[src/rtl/out_port_arb.sv]
// Round-robin output-port arbiter with packet lock and crossbar select.
// Define OUT_ARB_MCAST_PRIO_EN to scan multicast requesters ahead of unicast in IDLE.
module out_port_arb #(
   parameter int unsigned NPORT  = 5,
   parameter int unsigned PW     = 3,
   parameter int unsigned PORTID = 4
) (
   input  logic                       clk,
   input  logic                       rst_,
   input  logic [NPORT-1:0]           req,
   input  logic [NPORT*PW-1:0]        dst,
   input  logic [2*NPORT-1:0]         mode,
   input  logic [NPORT-1:0]           tail,
   input  logic                       out_ready,
   output logic [NPORT-1:0]           grt,
   output logic [NPORT-1:0]           sel,
   output logic [NPORT-1:0]           multab_ct,
   output logic                       locked,
   output logic [$clog2(NPORT)-1:0]   owner
);

   localparam int unsigned IW = $clog2(NPORT);
   localparam logic [1:0] MODE_UC = 2'b01;
   localparam logic [1:0] MODE_MC = 2'b10;

   typedef enum logic {S_IDLE, S_LOCKED} state_t;

   state_t            state, state_nxt;
   logic [IW-1:0]     ptr, ptr_nxt, owner_nxt, rr_idx;
   logic [IW:0]       rr_sum;
   logic              rr_found;
   logic [NPORT-1:0]  elig, mc_elig, scan, rot;

   function automatic logic [IW-1:0] wrap_inc(input logic [IW-1:0] i);
      return (32'(i) == NPORT - 1) ? '0 : i + 1'b1;
   endfunction

   function automatic logic [NPORT-1:0] onehot(input logic [IW-1:0] i);
      return {{(NPORT-1){1'b0}}, 1'b1} << i;
   endfunction

   // Per-port eligibility for this output
   always_comb begin
      elig    = '0;
      mc_elig = '0;
      for (int unsigned i = 0; i < NPORT; i++) begin
         mc_elig[i] = req[i] & (mode[2*i +: 2] == MODE_MC);
         elig[i]    = mc_elig[i] |
                      (req[i] & (mode[2*i +: 2] == MODE_UC) & (dst[i*PW +: PW] == PW'(PORTID)));
      end
   end

`ifdef OUT_ARB_MCAST_PRIO_EN
   assign scan = (|mc_elig) ? mc_elig : elig;
`else
   assign scan = elig;
`endif

   // Rotate so that bit 0 is the pointer position, then pick the first set bit
   assign rot = NPORT'({scan, scan} >> ptr);

   always_comb begin
      rr_found = 1'b0;
      rr_sum   = '0;
      for (int unsigned k = 0; k < NPORT; k++) begin
         if (!rr_found && rot[k]) begin
            rr_found = 1'b1;
            rr_sum   = {1'b0, ptr} + (IW+1)'(k);
         end
      end
      if (rr_sum >= (IW+1)'(NPORT)) rr_sum = rr_sum - (IW+1)'(NPORT);
   end

   assign rr_idx = rr_sum[IW-1:0];

   // Next state, pointer/owner update and combinational grant
   always_comb begin
      state_nxt = state;
      ptr_nxt   = ptr;
      owner_nxt = owner;
      grt       = '0;
      case (state)
         S_IDLE: begin
            if (rr_found) begin
               grt = onehot(rr_idx);
               if (out_ready) begin
                  if (tail[rr_idx]) begin
                     ptr_nxt = wrap_inc(rr_idx);
                  end else begin
                     state_nxt = S_LOCKED;
                     owner_nxt = rr_idx;
                  end
               end
            end
         end
         S_LOCKED: begin
            if (elig[owner]) begin
               grt = onehot(owner);
               if (out_ready && tail[owner]) begin
                  state_nxt = S_IDLE;
                  ptr_nxt   = wrap_inc(owner);
               end
            end
         end
      endcase
   end

   assign multab_ct = mc_elig & ~grt;
   assign locked    = (state == S_LOCKED);

   always_ff @(posedge clk or negedge rst_) begin
      if (!rst_) begin
         state <= S_IDLE;
         ptr   <= '0;
         owner <= '0;
         sel   <= '0;
      end else begin
         state <= state_nxt;
         ptr   <= ptr_nxt;
         owner <= owner_nxt;
         sel   <= grt & {NPORT{out_ready}};
      end
   end

endmodule

[config.mk]
export PLATFORM = sky130hd
export DESIGN_NAME = out_port_arb
export DESIGN_NICKNAME = d
export VERILOG_FILES = /design/src/rtl/out_port_arb.sv
export SDC_FILE = /design/constraint.sdc
export NUM_CORES = 1
export LEC_CHECK = 0
export ABC_AREA = 1
export CORE_MARGIN = 2
export CORE_UTILIZATION = 53
export DETAILED_ROUTE_END_ITERATION = 8
export GPL_TIMING_DRIVEN = 0
export PLACE_DENSITY = 0.88
export SLEW_MARGIN = 20
export SYNTH_ARGS = -nofsm -noshare
export SYNTH_HDL_FRONTEND = slang
export SYNTH_SLANG_ARGS = --single-unit
[constraint.sdc]
create_clock -name clk -period 9.17 [get_ports clk]
set_input_delay 1.834 -clock clk [delete_from_list [all_inputs] [get_ports clk]]
set_output_delay 1.834 -clock clk [all_outputs]
set_load 0.02 [all_outputs]
# [Word level (Yosys, flattened, before mapping)]
# Index checks and enable logic that the tools add are counted.
[totals] reg_bits=12 latchBits=0 mem_bits_rw=0 mem_bits_ro=0 in_bits=38 out_inout_bits=19 wordCells=109 n_memories=0
[classes] n_addsub=7 mul=0 n_div=0 n_lt_le_gt_ge=3 n_eq_ne=22 shift=3 muxes=34 n_bitwise=25 n_reduce_logical=11
[ops] cell="3-bit 2-to-1 mux" count=9
[ops] cell="3-bit == test, second input constant" count=7
[ops] cell="4-bit 2-to-1 mux" count=4
[ops] cell="1-bit AND" count=15
[ops] cell="1-bit 2-to-1 mux" count=13
[ops] cell="5-bit AND" count=2
[ops] cell="2-bit by 1-bit == test with 1-bit output, second input constant" count=5
[ops] cell="2-bit == test, second input constant" count=5
[ops] cell="5-bit 2-to-1 mux" count=2
[ops] cell="5-bit case mux with 2 select lines" count=1
[ops] cell="1-bit by 3-bit << shifter with 5-bit output, first input constant" count=2
[ops] cell="10-bit by 3-bit >> shifter with 5-bit output" count=1
[ops] cell="1-bit binary-select mux with 3-bit select" count=3
[ops] cell="3-bit by 2-bit adder with 4-bit output, second input constant" count=2
[ops] cell="3-bit by 4-bit less-than comparator with 1-bit output, second input constant" count=2
[ops] cell="3-bit by 1-bit adder with 3-bit output, second input constant" count=2
[ops] cell="2-bit != test, second input constant" count=3
[ops] cell="3-bit case mux with 2 select lines" count=1
[ops] cell="1-bit logical AND" count=5
[ops] cell="5-bit inverter" count=1
[ops] cell="1-bit OR" count=5
[ops] cell="5-bit AND reduction" count=1
[ops] cell="3-bit by 1-bit adder with 4-bit output, second input constant" count=1
[ops] cell="3-bit by 3-bit adder with 4-bit output, second input constant" count=1
[ops] cell="7 further kinds" count=12

# [Depth between registers and ports, before layout]
[logic_depth] depth_word=26 depth_mapped=28 depth_no_buf=28

# [Worst setup path after synthesis]
# Ideal clock, no wire load.
[synth_path] path_type="input port to output port" from="input dst[5]" to="output multab_ct[3]" t_arrival_ps=5011 required_time_ps=7336 setup_slack_ps=2325 stages=22 n_path_buf=0 path_cell_list="nand2_1 -> inv_1 -> nand3_1 -> nand3_2 -> nand3_1 -> nand3_2 -> nand2_4 -> nand2_4 -> nor2_8 -> nand3_4 -> o21ai_2 -> ha_1 -> inv_1 -> or2_2 -> nand2_4 -> nand2_4 -> o21ai_4 -> ha_1 -> ha_1 -> inv_1 -> o21ai_0 -> nor2_1"
[synth_between] elab_chain_len=24 word_cells_on_any_way=33
[synth_rtl] item="start: declaration" line="11" source="input logic [NPORT*PW-1:0] dst,"
[synth_rtl] item="3-bit == test (*)" line="49" source="(req[i] & (mode[2*i +: 2] == MODE_UC) & (dst[i*PW +: PW] == PW'(PORTID)));"
[synth_rtl] item="1-bit AND (*)" line="49"
[synth_rtl] item="1-bit OR (*)" line="48" source="elig[i] = mc_elig[i] |"
[synth_rtl] item="10-bit by 3-bit >> shifter with 5-bit output (*)" line="60" source="assign rot = NPORT'({scan, scan} >> ptr);"
[synth_rtl] item="1-bit 2-to-1 mux" line="66" source="if (!rr_found && rot[k]) begin"
[synth_rtl] item="1-bit logical NOT" line="66"
[synth_rtl] item="1-bit logical AND" line="66"
[synth_rtl] item="1-bit 2-to-1 mux" line="66"
[synth_rtl] item="[10 not listed]"
[synth_rtl] item="3-bit 2-to-1 mux (*)" line="71" source="if (rr_sum >= (IW+1)'(NPORT)) rr_sum = rr_sum - (IW+1)'(NPORT);"
[synth_rtl] item="named net rr_sum[1]" line="30" source="logic [IW:0] rr_sum;"
[synth_rtl] item="1-bit by 3-bit << shifter with 5-bit output (*)" line="39" source="return {{(NPORT-1){1'b0}}, 1'b1} << i;"
[synth_rtl] item="5-bit 2-to-1 mux (*)" line="84" source="if (rr_found) begin"
[synth_rtl] item="5-bit case mux with 2 select lines (*)" line="82" source="case (state)"
[synth_rtl] item="named net grt[3]" line="15" source="output logic [NPORT-1:0] grt,"
[synth_rtl] item="5-bit inverter (*)" line="108" source="assign multab_ct = mc_elig & ~grt;"
[synth_rtl] item="5-bit AND (*)" line="108"
[synth_rtl] item="end: declaration" line="17" source="output logic [NPORT-1:0] multab_ct,"
# The timed path passes the listed nets; every way through them passes the cells marked *. The select of a mux whose other input is x is not followed.

# [Final worst setup path]
[layout_path] from="input mode[2]" to="output grt[4]"
[layout_between] elab_chain_len=23 word_cells_on_any_way=34
[layout_rtl] item="start: declaration" line="12" source="input logic [2*NPORT-1:0] mode,"
[layout_rtl] item="2-bit by 1-bit == test with 1-bit output" line="49"
[layout_rtl] item="1-bit AND (2 in series)" line="49"
[layout_rtl] item="1-bit OR (*)" line="48"
[layout_rtl] item="10-bit by 3-bit >> shifter with 5-bit output (*)" line="60"
[layout_rtl] item="1-bit 2-to-1 mux" line="66"
[layout_rtl] item="1-bit logical NOT" line="66"
[layout_rtl] item="1-bit logical AND" line="66"
[layout_rtl] item="1-bit 2-to-1 mux" line="66"
[layout_rtl] item="[7 not listed]"
[layout_rtl] item="1-bit logical AND" line="66"
[layout_rtl] item="4-bit 2-to-1 mux (*)" line="66"
[layout_rtl] item="4-bit by 3-bit greater-or-equal comparator with 1-bit output / 3-bit subtractor (equally long branches)" line="71"
[layout_rtl] item="3-bit 2-to-1 mux (*)" line="71"
[layout_rtl] item="named net rr_sum[0]" line="30"
[layout_rtl] item="1-bit by 3-bit << shifter with 5-bit output (*)" line="39"
[layout_rtl] item="5-bit 2-to-1 mux (*)" line="84"
[layout_rtl] item="5-bit case mux with 2 select lines (*)" line="82"
[layout_rtl] item="end: declaration" line="15"
# Marks and branches as above.

==> results <==
- The flow ran to the end, and the final reports show no timing, DRC or antenna violations.
- The tightest slew margin relative to the limit is between 50% and 60%.
- For the worst setup path, the data arrival time is roughly 6 ns.
- between 50 and 60 I/O pins were placed.
- The critical path start-end classification is input pin to primary output.
- Global routing finished with a remaining overflow of 0.
- The final max-slew violation count came to 0.
- The post-route netlist has a little over a fifth of its cells at a drive strength greater than 1.
- On the critical path, the stage with the largest delay is an instance of clkdlybuf4s50_1.
- For this run, design rule violations remaining after detail routing come to 0.
- The number of antenna violations at the first check in global routing is 0.
- After routing, the total negative slack on setup checks comes to 0 ns.
- The detailed-router iteration count before antenna repair is 4.
- Entering global routing, the biggest net connects 13 pins.
- Relative to the synthesized area, the layout overhead comes to 34.1%.
- Of the synthesized area, sequential elements account for approximately 15%.
- In the global route stage, met1 resource usage came out at 31.1%.
- In the synthesized netlist the async set-or-reset flop fraction comes to 100%.
- The detail route stage leaves a number of antenna-violating nets equal to 0.
- Of the available clock period, the critical path in the final layout requires about 86%.
- CTS built an H-tree with a depth of 1.
- In this run the tool buffered the top-level ports with 56 buffer cells.
- The via count of the first global-routing pass is just over 2,000.
- The tool flagged a number of max-cap violations equal to 0.
- The achievable frequency is between 100 and 150 MHz.
- The clock skew after layout is around 0.0073 ns.
- The worst setup path is captured at a primary output.
- Global routing consumed, on the met2 layer, 49.6% of the routing resources.
- The global-route wire length before repair is between 8000 and 9000 um.
- The leading cell type in the layout, fill and taps excluded is clkdlybuf4s50_1.
- met2 is the most crowded layer.
- The tree built by TritonCTS fans out to 12 sinks.
- The clock slew seen by the registers of the worst setup and hold paths is about 0.05 ns.
- For this block, the routed nets add up to 5230 um of wire.
- Global routing used 26.2% of the available tracks.
- The die is 65.1 um wide.
- The worst endpoint required time is roughly 7.3 ns.
- The number of failing hold endpoints at the final stage was 0.
- The count of instances resized after the clock tree is built is 0.
- The synthesized area divided by synthesized cell count is ~7.0 um^2.
- The clock insertion delay at the later pin of the skew report is 0.25 ns.
- The routed layout has between 2,000 and 2,500 vias.
- The initial core utilization is 54.5%.
- Across the whole layout, storage elements account for between 300 and 400 um^2.
- The routability congestion estimate from global placement is between 0.9 and 1.
- The placed standard-cell area is 2600 um^2.
- The gate count after technology mapping is ~280.
- The peak fanout along the critical path is 8.
- The measured slew at the worst slew-check pin is 0.595 ns.
- Measured along the y axis, the die boundary spans between 60 and 70 um.
- The final routed wire length divided by cell count is about 13 um.
- The number of hold buffers added after CTS was 0.
- The DRC marker count from the first detailed-route iteration is between 150 and 200.
- The library cells used most frequently in the layout, excluding fill and tap cells, are clkdlybuf4s50_1 (56), nand2_1 (53), nand3_1 (43).
- The count of nets after finishing is roughly 400.
- The core region area is roughly 3600 um^2.
- The cell area that synthesis handed to floorplanning was 1980 um^2.
- Counting the fill cells in the layout gives about 300.
- Among all flip-flop cells after synthesis, the most frequent one is dfrtp_1.
- Summing all multi-input logic gate instances after layout gives about 1500 um^2.
- Setup repair after global routing left no endpoint under its margin.
- The worst setup path is launched from an input pin.
- Using the TritonRoute via totals, the vias-per-cell ratio works out to about 5.4.
- The cell seen most often among critical-path stages is nand2_4.
- 0 antenna diodes ended up in the layout.
- The cell at the root of the clock tree is clkbuf_8.
- TritonCTS built the clock tree.
- The number of warnings reported in the yosys synthesis log is 0.
- The number of enable-type register cells in the synthesized netlist is 0.
- The total half-perimeter wirelength after legalization and detailed placement is 4260 um.
- The worst min-delay path class is flop to flop.
- The die area is between 4000 and 5000 um^2.
- The number of CTS-inserted buffers is 3.
- The largest buffer count on any clock path is 2.
- The count of endpoints failing setup in the final report is 0.
- The net count after synthesis is approximately 340.
- The number of placement rows is 22.
- After layout, the minimum clock period comes to ~7.9 ns.
- The total setup buffers inserted after CTS is 0.
- The met3 capacity usage during global routing is 3.08%.
- The cell area after layout is about 2700 um^2.
- The biggest cell delay along the critical path is roughly 0.73 ns.
- The netlist uses 36 different library cells.
- After synthesis the netlist holds a flip-flop and latch count of 12.
[metal layers]
| layer | vias up | part of all wire (%) |
|---|---|---|
| met4 | 0 | 1.1 |
| met2 | 62 | 52 |
| met3 | 9 | 4.2 |
| met1 | 961 | 42 |
| li1 | 1052 | - |
| met5 | - | 0 |
[logic make-up after synthesis]
group                    after synthesis  share of synthesized area (%)
AND/OR/NAND/NOR                      186                           56.2
AO/OA/AOI/OAI                         23                           8.09
buffers and inverters                 42                           9.54
adder cells (fa/ha/maj)               16                           10.1
XOR/XNOR                               2                          0.885
flip-flops                            12                           15.2
[path summary, 6_finish.rpt]
path                             to  cells after the start  slack [ns]     start
hold / removal             owner[2]                      2        0.57  owner[2]
setup / recovery             grt[4]                     25        1.32   mode[2]
hold reg to reg            owner[2]                      2        0.57  owner[2]
min in group asynchronous  owner[1]                      1        1.94      rst_
max in group asynchronous    sel[3]                      1        6.86      rst_
setup reg to reg             sel[4]                     25        5.54    ptr[0]
[synth_stat cells (2+ instances only)]
cell type	instances	share of area, %
nand3_1	43	11
nand2_2	13	4.1
o22ai_1	2	0.63
ha_1	16	10
nand3_2	17	8.6
o21ai_0	6	1.5
buf_6	2	1.1
nor2_1	25	4.7
nand2_1	53	10
nand3b_1	4	1.5
dfrtp_1	12	15
nor2_8	2	2.0
nand4_1	7	2.2
o21ai_2	2	0.88
a21oi_1	7	1.8
nor2_2	3	0.95
nand2_4	12	6.8
nand3_4	3	2.7
inv_2	8	1.5
inv_1	28	5.3
[flip-flops by register name, indices dropped and copies added (netlist names)]
signal	cells
ptr	3
sel	5
owner	3
locked	1
[layout make-up]
cell class / instances / area share, %
sequential: 12 / 11.3
timing repair buffer: 56 / 21.1
tap: 48 / 2.26
multi-input combinational: 227 / 56.1
clock buffer: 4 / 2.07
inverter: 37 / 5.42
buffer: 5 / 1.70
[critical path, delay by kind of cell]
kind                     cells  cell delay [ns]
adder cells (fa/ha/maj)      2             0.39
AND/OR/NAND/NOR             15             1.89
buffers and inverters        6             1.47
AO/OA/AOI/OAI                2             0.42
[per-stage QoR]
stage / instances / hold WS (ns) / utilization [%] / setup WS [ns]
2_1_floorplan: 281 / 0.610 / - / 2.33
3_5_place_dp: 385 / 0.557 / 71.6 / 1.40
6_report: 389 / 0.572 / 73.1 / 1.32
4_1_cts: 389 / 0.574 / 73.1 / 1.35
5_1_grt: 389 / 0.609 / 73.1 / 0.999
3_3_place_gp: 385 / 0.538 / 71.6 / 1.45
Power is left out: the tool's default activity adds up to more than one toggle a clock period on the data nets, which glitch-free logic cannot reach.
